--- src/rtl/st7789_pkg.sv ---
// ST7789 write-stream decoder: command codes, FSM states, RGB565 layout.
package st7789_pkg;

  localparam logic [7:0] CMD_SWRESET = 8'h01;
  localparam logic [7:0] CMD_CASET   = 8'h2A;
  localparam logic [7:0] CMD_RASET   = 8'h2B;
  localparam logic [7:0] CMD_RAMWR   = 8'h2C;

  typedef enum logic [2:0] {
    S_IDLE,
    S_CASET,
    S_RASET,
    S_RAMWR,
    S_IGNORE
  } state_t;

  localparam int RGB_R_LSB = 11;
  localparam int RGB_G_LSB = 5;
  localparam int RGB_B_LSB = 0;

  function automatic logic [15:0] rgb565(
    input logic [4:0] r,
    input logic [5:0] g,
    input logic [4:0] b
  );
    return (16'(r) << RGB_R_LSB)
         | (16'(g) << RGB_G_LSB)
         | (16'(b) << RGB_B_LSB);
  endfunction

endpackage

--- src/rtl/st7789_spi_rx_byte.sv ---
// Oversampling SPI byte receiver: synchronizers, edge detect, shifter,
// idle realignment and optional chip-select framing.
module spi_byte_rx #(
  parameter int c_clk_polarity = 1,
  parameter int c_clk_phase    = 0,
  parameter int c_use_csn      = 0,
  parameter int c_idle_cycles  = 64
) (
  input  logic       clk,
  input  logic       resetq,
  input  logic       spi_clk,
  input  logic       spi_mosi,
  input  logic       spi_dc,
  input  logic       spi_csn,
  output logic       byte_valid,
  output logic [7:0] byte_data,
  output logic       byte_dc
);

  localparam logic IDLE_LVL = (c_clk_polarity != 0);
  localparam bit   SMP_RISE = (c_clk_polarity == c_clk_phase);
  localparam int   IW       = $clog2(c_idle_cycles + 1);
  localparam logic [IW-1:0] IDLE_MAX = IW'(c_idle_cycles);

  logic [2:0]    sclk;
  logic [1:0]    mosi_s;
  logic [1:0]    dc_s;
  logic [1:0]    csn_s;
  logic [6:0]    shift;
  logic [2:0]    bit_cnt;
  logic [IW-1:0] idle_cnt;
  logic          done;
  logic          sample;
  logic          last;
  logic          csn_clr;
  logic          idle_clr;

  assign sample = SMP_RISE ? (sclk[1] & ~sclk[2])
                           : (~sclk[1] & sclk[2]);
  assign last     = sample && (bit_cnt == 3'd7);
  assign csn_clr  = (c_use_csn != 0) && csn_s[1];
  assign idle_clr = (idle_cnt == IDLE_MAX);

  always_ff @(posedge clk or negedge resetq) begin
    if (!resetq) begin
      sclk   <= {3{IDLE_LVL}};
      mosi_s <= '0;
      dc_s   <= '0;
      csn_s  <= 2'b11;
    end else begin
      sclk   <= {sclk[1:0], spi_clk};
      mosi_s <= {mosi_s[0], spi_mosi};
      dc_s   <= {dc_s[0], spi_dc};
      csn_s  <= {csn_s[0], spi_csn};
    end
  end

  // The 8th edge wins over a coincident csn clear; idle clear never
  // swallows the first bit of a new byte.
  always_ff @(posedge clk or negedge resetq) begin
    if (!resetq) begin
      shift      <= '0;
      bit_cnt    <= '0;
      idle_cnt   <= '0;
      done       <= 1'b0;
      byte_valid <= 1'b0;
      byte_data  <= '0;
      byte_dc    <= 1'b0;
    end else begin
      done       <= last;
      byte_valid <= done;
      if (sample)
        idle_cnt <= '0;
      else if (!idle_clr)
        idle_cnt <= idle_cnt + 1'b1;
      if (last) begin
        byte_data <= {shift, mosi_s[1]};
        byte_dc   <= dc_s[1];
        bit_cnt   <= '0;
      end else if (csn_clr) begin
        bit_cnt <= '0;
      end else if (sample) begin
        shift   <= {shift[5:0], mosi_s[1]};
        bit_cnt <= bit_cnt + 3'd1;
      end else if (idle_clr) begin
        bit_cnt <= '0;
      end
    end
  end

endmodule

--- src/rtl/st7789_spi_rx.sv ---
// ST7789 write-stream decoder: command FSM, address window and
// pixel counters producing an (x, y, RGB565) pixel stream.
module st7789_spi_rx
  import st7789_pkg::*;
#(
  parameter int c_clk_polarity = 1,
  parameter int c_clk_phase    = 0,
  parameter int c_use_csn      = 0,
  parameter int c_x_size       = 240,
  parameter int c_y_size       = 240,
  parameter int c_coord_bits   = 9,
  parameter int c_idle_cycles  = 64
) (
  input  logic                    clk,
  input  logic                    resetq,
  input  logic                    spi_clk,
  input  logic                    spi_mosi,
  input  logic                    spi_dc,
  input  logic                    spi_csn,
  output logic                    cmd_valid,
  output logic [7:0]              cmd_byte,
  output logic                    pix_valid,
  output logic [c_coord_bits-1:0] pix_x,
  output logic [c_coord_bits-1:0] pix_y,
  output logic [15:0]             pix_color,
  output logic                    frame_start
);

  localparam int CB = c_coord_bits;
  localparam logic [CB-1:0] XE_RST = CB'(c_x_size - 1);
  localparam logic [CB-1:0] YE_RST = CB'(c_y_size - 1);

  logic          byte_valid;
  logic          byte_dc;
  logic [7:0]    byte_data;
  state_t        state;
  state_t        state_n;
  logic [1:0]    arg_idx;
  logic [7:0]    hi;
  logic          hi_pend;
  logic [CB-1:0] xs, xe, ys, ye;
  logic [CB-1:0] x, y;
  logic [CB-1:0] coord;
  logic          is_cmd;
  logic          is_data;

  spi_byte_rx #(
    .c_clk_polarity (c_clk_polarity),
    .c_clk_phase    (c_clk_phase),
    .c_use_csn      (c_use_csn),
    .c_idle_cycles  (c_idle_cycles)
  ) u_rx (
    .clk        (clk),
    .resetq     (resetq),
    .spi_clk    (spi_clk),
    .spi_mosi   (spi_mosi),
    .spi_dc     (spi_dc),
    .spi_csn    (spi_csn),
    .byte_valid (byte_valid),
    .byte_data  (byte_data),
    .byte_dc    (byte_dc)
  );

  assign is_cmd  = byte_valid && !byte_dc;
  assign is_data = byte_valid && byte_dc;
  assign coord   = CB'({hi, byte_data});

  always_ff @(posedge clk or negedge resetq) begin
    if (!resetq) state <= S_IDLE;
    else         state <= state_n;
  end

  always_comb begin
    state_n = state;
    if (is_cmd) begin
      unique case (1'b1)
        byte_data == CMD_CASET:   state_n = S_CASET;
        byte_data == CMD_RASET:   state_n = S_RASET;
        byte_data == CMD_RAMWR:   state_n = S_RAMWR;
        byte_data == CMD_SWRESET: state_n = S_IDLE;
        default:                  state_n = S_IGNORE;
      endcase
    end else if (is_data && arg_idx == 2'd3 &&
                 (state == S_CASET || state == S_RASET)) begin
      state_n = S_IGNORE;
    end
  end

  always_ff @(posedge clk or negedge resetq) begin
    if (!resetq) begin
      cmd_valid   <= 1'b0;
      cmd_byte    <= '0;
      pix_valid   <= 1'b0;
      pix_x       <= '0;
      pix_y       <= '0;
      pix_color   <= '0;
      frame_start <= 1'b0;
      arg_idx     <= '0;
      hi          <= '0;
      hi_pend     <= 1'b0;
      xs          <= '0;
      xe          <= XE_RST;
      ys          <= '0;
      ye          <= YE_RST;
      x           <= '0;
      y           <= '0;
    end else begin
      cmd_valid   <= 1'b0;
      pix_valid   <= 1'b0;
      frame_start <= 1'b0;
      if (is_cmd) begin
        cmd_valid <= 1'b1;
        cmd_byte  <= byte_data;
        arg_idx   <= '0;
        hi_pend   <= 1'b0;
        if (byte_data == CMD_RAMWR) begin
          frame_start <= 1'b1;
          x           <= xs;
          y           <= ys;
        end
        if (byte_data == CMD_SWRESET) begin
          xs <= '0;
          xe <= XE_RST;
          ys <= '0;
          ye <= YE_RST;
        end
      end else if (is_data) begin
        unique case (state)
          S_CASET, S_RASET: begin
            arg_idx <= arg_idx + 2'd1;
            if (!arg_idx[0]) begin
              hi <= byte_data;
            end else if (state == S_CASET) begin
              if (arg_idx[1]) xe <= coord;
              else            xs <= coord;
            end else begin
              if (arg_idx[1]) ye <= coord;
              else            ys <= coord;
            end
          end
          S_RAMWR: begin
            if (!hi_pend) begin
              hi      <= byte_data;
              hi_pend <= 1'b1;
            end else begin
              hi_pend   <= 1'b0;
              pix_valid <= 1'b1;
              pix_x     <= x;
              pix_y     <= y;
              pix_color <= {hi, byte_data};
              if (x == xe) begin
                x <= xs;
                y <= (y == ye) ? ys : y + 1'b1;
              end else begin
                x <= x + 1'b1;
              end
            end
          end
          default: ;
        endcase
      end
    end
  end

endmodule

--- config.mk ---
export PLATFORM = sky130hd
export DESIGN_NAME = st7789_spi_rx
export DESIGN_NICKNAME = d
export VERILOG_FILES = /design/src/rtl/st7789_pkg.sv /design/src/rtl/st7789_spi_rx_byte.sv /design/src/rtl/st7789_spi_rx.sv
export SDC_FILE = /design/constraint.sdc
export NUM_CORES = 1
export LEC_CHECK = 0
export CELL_PAD_IN_SITES_DETAIL_PLACEMENT = 1
export CELL_PAD_IN_SITES_GLOBAL_PLACEMENT = 1
export CORE_MARGIN = 5
export CORE_UTILIZATION = 45
export CTS_BUF_LIST = sky130_fd_sc_hd__clkbuf_8 sky130_fd_sc_hd__clkbuf_16
export DETAILED_ROUTE_END_ITERATION = 7
export HOLD_SLACK_MARGIN = 0.12
export PLACE_DENSITY = 0.83
export REMOVE_ABC_BUFFERS = 1
export SKIP_CTS_REPAIR_TIMING = 1
export SLEW_MARGIN = 20
export SYNTH_ARGS = -nofsm -noshare
export SYNTH_HDL_FRONTEND = slang
export SYNTH_SLANG_ARGS = --single-unit
--- constraint.sdc ---
create_clock -name clk -period 2.35 [get_ports clk]
set_input_delay 0.3525 -clock clk [delete_from_list [all_inputs] [get_ports clk]]
set_output_delay 0.3525 -clock clk [all_outputs]
set_load 0.01 [all_outputs]
# --- Word-level counts from Yosys, hierarchy flattened ---
# Index checks and enable logic that the tools add are counted.
classes:
  order_cmp: 0
  n_addsub: 5
  bitwise: 4
  n_reduce_logical: 30
  n_eq_ne: 19
  n_mux: 62
  n_div: 0
  n_shift: 0
  multipliers: 0
ops:
  columns: ["cell", "count"]
  rows:
  - ["9-bit two-way mux", 37]
  - ["8-bit by 6-bit equality test with 1-bit output (second input constant)", 3]
  - ["6-bit AND reduction", 4]
  - ["2-bit nonzero test", 10]
  - ["9-bit by 1-bit adder with 9-bit output (second input constant)", 2]
  - ["9-bit equality test", 2]
  - ["8-bit two-way mux", 2]
  - ["8-bit one-hot mux with 2 select lines", 1]
  - ["3-bit two-way mux", 5]
  - ["7-bit two-way mux", 2]
  - ["3-bit one-hot mux with 4 select lines", 1]
  - ["1-bit two-way mux", 11]
  - ["5-bit AND reduction", 2]
  - ["8-bit by 1-bit equality test with 1-bit output (second input constant)", 1]
  - ["2-bit by 1-bit != test with 1-bit output (second input constant)", 4]
  - ["4-bit AND reduction", 2]
  - ["7-bit by 1-bit adder with 7-bit output (second input constant)", 1]
  - ["7-bit equality test (second input constant)", 1]
  - ["3-bit by 2-bit equality test with 1-bit output (second input constant)", 2]
  - ["2-bit two-way mux", 3]
  - ["2-bit != test (second input constant)", 3]
  - ["2-bit AND reduction", 3]
  - ["1-bit logical AND", 5]
  - ["3-bit by 1-bit adder with 3-bit output (second input constant)", 1]
  - ["other kinds (10)", 12]
word_totals:
  wordCells: 147
  ramBits: 0
  output_inout_bits: 45
  romBits: 0
  latchBits: 0
  mem_count: 0
  reg_bits: 148

# --- Longest topological paths before layout ---
logic_depth:
  depth_word: 7
  mapped_depth: 9
  ltp_nobuf: 7

# --- Cells and area by module ---
# From an unflattened synthesis, not the netlist that was laid out.
unflattened:
  cells_unflattened: 640
  hier_area_um2: 6520.0
modules_own_cells:
  columns: ["module", "cells_each", "n_inst", "area_per_inst_um2"]
  rows:
  - ["st7789_spi_rx", 541, 1, 5156.2]
  - ["spi_byte_rx", 99, 1, 1363.8]

# --- Least setup slack after synthesis ---
# OpenSTA, ideal clock, no wires.
synth_path:
  kind: "register to register"
  startpoint: "register u_rx.byte_dc"
  endpoint: "register y[0]"
  stages_incl_launch_ff: 8
  arrival_ns: 2.024
  setup_time_ns: 0.087
  slack_ns: 0.239
  cell_sequence: "dfrtp_1 > buf_6 > or4b_4 > nor3_4 > a21oi_2 > buf_6 > or4_1 > o211ai_1"
synth_between:
  elab_chain_len: 4
  elab_cells_between_ends: 10
  cone_classes: "eq/ne: 1; mux: 1; reduce/logical: 8"
synth_lines:
  columns: ["item", "line_no", "source"]
  rows:
  - ["start, declared", "st7789_spi_rx_byte.sv:17", "output logic byte_dc"]
  - ["start signal, assigned", "st7789_spi_rx_byte.sv:78", "byte_dc <= dc_s[1];"]
  - ["1-bit zero test", "st7789_spi_rx.sv:64", "assign is_cmd = byte_valid && !byte_dc;"]
  - ["1-bit logical AND", "st7789_spi_rx.sv:64", null]
  - ["2-bit by 1-bit != test with 1-bit output (no source line) / 2-bit nonzero test (equally long branches)", null, null]
  - ["5-bit AND reduction (no source line)", null, null]
  - ["end signal, assigned", "st7789_spi_rx.sv:119", "y <= ys;"]
  - ["end signal, assigned", "st7789_spi_rx.sv:153", "y <= (y == ye) ? ys : y + 1'b1;"]
  - ["end, declared", "st7789_spi_rx.sv:42", "logic [CB-1:0] x, y;"]
# Several ways; a longest one is shown, not always the timed one.
# A chain may end at the register's enable or synchronous reset.

# --- Worst setup path in the final report ---
layout_path:
  startpoint: "register u_rx.byte_data[3]"
  endpoint: "register xs[2]"
layout_between:
  elab_chain_len: 3
layout_lines:
  columns: ["item", "line_no", "source"]
  rows:
  - ["start, declared", "st7789_spi_rx_byte.sv:16", "output logic [7:0] byte_data,"]
  - ["start signal, assigned", "st7789_spi_rx_byte.sv:77", "byte_data <= {shift, mosi_s[1]};"]
  - ["8-bit by 1-bit equality test with 1-bit output", "st7789_spi_rx.sv:121", "if (byte_data == CMD_SWRESET) begin"]
  - ["2-bit by 1-bit != test with 1-bit output (no source line)", null, null]
  - ["6-bit AND reduction (no source line)", null, null]
  - ["end signal, assigned", "st7789_spi_rx.sv:135", "else xs <= coord;"]
  - ["end, declared", "st7789_spi_rx.sv:41", "logic [CB-1:0] xs, xe, ys, ye;"]
# Every way passes these cells.

==> key figures <==
Timing
  • Headroom to the max-slew limit: a little under three fifths
  • Worst slew pin tran: 0.654 ns
  • Peak Freq: between 400 and 500 MHz
  • Fin crit share: between 90 and 100%
  • RSZ-0062 raised after global routing: yes
  • Setup ws final: 0.111 ns
  • Final Setup Violations: 0
  • Post-layout min period: 2.24 ns
  • Layout Skew: 0.0114 ns
  • Max-slew violation count: 0
  • Hold Fails Final Rpt: 0
  • WHS: ~0.35 ns

GRT
  • Overall Global Routing Usage: approximately 22%
  • First-pass GRT wire length: ~28000 um
  • Grt ovf: 0
  • Initial antenna violation count: 0
  • Largest net degree at the start of global routing: between 50 and 60
  • Vias in the first global route: around 5.5k

Routing
  • Met2 wire len: about 9000 um
  • DR WL met3: approximately 540 um
  • M1 WL: 7090 um
  • Vias: just under 5k
  • Remaining DRCs: 0
  • Post-route antenna net violation count: 0
  • Total routed wirelength: roughly 17000 um
  • Highest routed layer: met4
  • Initial DRC count: ~350
  • Vias/cell: roughly 5.5
  • Pre-antenna DRT Iters: 4
  • Wire per inst: between 15 and 20 um

Synthesis
  • Synth top area share: between 50% and 60%
  • Yosys warnings: 0
  • Post-synth cell types: 51
  • Dominant cell type by area after synthesis: dfrtp_1
  • EDFF count, synth: 0
  • Post-Syn Area: between 0.006 and 0.007 mm2
  • Syn Inst Count: approximately 640
  • Synth Area per Inst: about 10 um2
  • Async SR Flop Fraction: 100%
  • Synth Register Bits: about 150
  • Synth top area cells: dfrtp_1 (50%), nand2_1 (11%), dfstp_2 (6.9%)
  • Post-synthesis sequential area ratio: between 50% and 60%
  • Most used DFF post-synth: dfrtp_1

Worst setup path
  • Critical Path Sink: xs[2]$_DFFE_PN0P_
  • Crit. End Element: register
  • Crit path max fanout: 18
  • Critical path origin: u_rx.byte_data[3]$_DFFE_PN0P_
  • Critical Path Start Type: register
  • Worst Setup Path Type: reg2reg
  • R2R Path Start: u_rx.byte_data[3]$_DFFE_PN0P_
  • Critical Path RT: between 2 and 3 ns
  • R2R Setup Slk: 0.11 ns
  • Reg2reg end: xs[2]$_DFFE_PN0P_
  • R2R cell count: 5
  • Worst path arrival time: around 2.6 ns

Clock tree
  • Number of buffers created by CTS: 17
  • Htree depth: 4
  • TritonCTS Sinks: roughly 150
  • Reg clk slew, reported paths: ~0.060 ns
  • CTS tree: built
  • Clock Path Buffers: 2
  • Clock root cell: clkbuf_16
  • Worst skew pair latency: about 0.43 ns

Pwr
  • VDD IR max: 0.538 mV
  • Power Dens Cells: between 800 and 900 mW/mm2
  • Pint: about 4.8 mW
  • Share of total power in sequential cells: between 40 and 50%
  • Net switching power: 1.71 mW
  • Logic pwr share: approximately an eighth
  • Clk pwr share: 41.7%
  • Pleak: 3.74 nW
  • Sw Share: between 20% and 30%

Place
  • Input/output buffers: 49
  • RePlAce Congestion: roughly 0.8
  • Placed insts: ~870
  • Post-place setup slack: between 0.02 and 0.03 ns
  • DPL Wire Length: around 12000 um

Layout
  • Fraction of layout cells with a size suffix above 1: between 10% and 20%
  • ANT cells: 0
  • Non-Filler Instances: approximately 900
  • Area of the multi-input gates: 0.00259 mm2
  • FF+latch area: about 0.0037 mm2
  • Area delta synth->final: 22.0%
  • Final-stage net count: 717
  • Fillers: approximately 1.6k

Min path
  • Hold WC Path Type: in2reg

Die
  • Die W: 130 um
  • Io pins: 51
  • Initial Utilization: a little under half
  • Die H: ~130 um
  • Core area: 0.0144 mm2
  • Die area: ~0.017 mm2
  • Site row count: 44

Outcome
  • Status: finished, final reports clean

Job
  • Max-cap violations: 0
[registers in the layout (all words and copies together) (netlist names), 7 cells and up]
register	cells
hi	8
u_rx.idle_cnt	7
pix_x	9
pix_y	9
cmd_byte	8
u_rx.byte_data	8
ys	9
x	9
xs	9
y	9
xe	9
u_rx.shift	7
pix_color	16
ye	9
[worst min path at each step]
stage                                         from  cells after the start                        end  slack, ns
final                                      spi_clk                      1     u_rx.sclk[0]$_DFF_PN1_       0.35
after global routing                       spi_clk                      1     u_rx.sclk[0]$_DFF_PN1_       0.33
after CTS                                   resetq                      1       pix_y[3]$_DFFE_PN0P_      -0.11
after detailed placement  u_rx.mosi_s[0]$_DFF_PN0_                      0   u_rx.mosi_s[1]$_DFF_PN0_       0.34
after global placement         u_rx.done$_DFF_PN0_                      0  u_rx.byte_valid$_DFF_PN0_       0.33
after floorplan                             resetq                      0     arg_idx[0]$_DFFE_PN0P_       0.06
[layer usage]
layer | global-route usage (%) | up-vias
met5 | 0 | -
met4 | 9.54 | 0
met3 | 5.20 | 39
met2 | 38.0 | 88
met1 | 25.5 | 2526
li1 | - | 2273
[power groups by stage]
stage | logic [mW] | registers (mW) | clock network, mW
floorplan | 0.369 | 2.98 | 0
global placement | 0.768 | 2.95 | 0
detailed placement | 0.818 | 2.98 | 0
CTS | 0.835 | 2.94 | 2.75
global route | 0.912 | 2.97 | 2.88
finish | 0.830 | 2.94 | 2.70
[area by class of cell]
class | instances | share of cell area (%)
Multi-Input combinational cell | 445 | 32.7
Clock buffer | 22 | 6.23
Timing Repair Buffer | 78 | 9.44
Tap cell | 184 | 2.90
Inverter | 14 | 0.662
Sequential cell | 148 | 46.9
Clock inverter | 10 | 1.17
[cell usage in the layout, fill, tap and decap left out, types with 2 or more instances in the layout]
cell type        count
nor3b_1              4
clkdlybuf4s50_1     48
nor2_1              20
ha_1                 7
nor3_2               2
a22o_1               4
buf_4               25
clkbuf_16           17
o21ai_2              2
clkinv_1             2
and2_1               4
dfrtp_1            131
clkbuf_8             5
mux2_2              30
nor4_1               2
mux2i_1             11
nor3_1               2
buf_12               3
xnor2_1             12
nand3_1             17
o22a_1               6
dfstp_2             17
o21a_1               2
bufinv_16            2
a21oi_1             12
xor2_1              14
nand4_1              6
inv_1               18
o32a_1               2
nand2_1            193
a211oi_1             7
o21ai_1              3
a2bb2oi_1            5
clkinv_2             2
and3_1               9
o21ai_0             49
nand2b_1             3
[through the flow]
step | setup TNS (ns) | util, % | instance area [um2] | total power, mW
5_1_grt | -0.0194 | 55.2 | 7940 | 6.75
6_report | 0 | 55.2 | 7940 | 6.48
3_5_place_dp | 0 | 51.0 | 7330 | 3.80
4_1_cts | -0.0629 | 55.1 | 7910 | 6.53
3_3_place_gp | 0 | 51.0 | 7330 | 3.72
2_1_floorplan | -24.80 | - | 6360 | 3.35
[critical path, stage by stage, from the launching register on]
cell and delay, ns:
dfrtp_1 0.48, or4b_2 0.72, nor4_4 0.33, o21ai_1 0.14, buf_4 0.21, o21ai_0 0.24
[kinds of logic (layout without fill, tap and decap cells)]
| group | Yosys count | count (layout) | synth area share [%] |
|---|---|---|---|
| buffers and inverters | 48 | 124 | 3.12 |
| multiplexers | 41 | 41 | 6.88 |
| AO/OA/AOI/OAI | 100 | 100 | 9.65 |
| AND/OR/NAND/NOR | 271 | 271 | 18.3 |
| XOR/XNOR | 26 | 26 | 3.50 |
| flip-flops | 148 | 148 | 57.2 |
| adder cells (fa/ha/maj) | 7 | 7 | 1.35 |
[cells in the mapped netlist (2+ instances only)]
cell,n
a211oi_1,7
a21oi_1,12
a22o_1,4
a2bb2oi_1,5
and2_1,4
and3_1,9
buf_2,5
buf_6,2
clkbuf_1,26
clkinv_1,2
dfrtp_1,131
dfstp_2,17
ha_1,7
inv_1,12
mux2_2,30
mux2i_1,11
nand2_1,193
nand2b_1,3
nand3_1,17
nand4_1,6
nor2_1,20
nor3_1,3
nor3b_1,4
nor4_1,2
o21a_1,2
o21ai_0,50
o21ai_1,2
o21ai_2,2
o22a_1,6
o32a_1,2
xnor2_1,12
xor2_1,14
No activity file was read; power rests on OpenSTA's default activity.
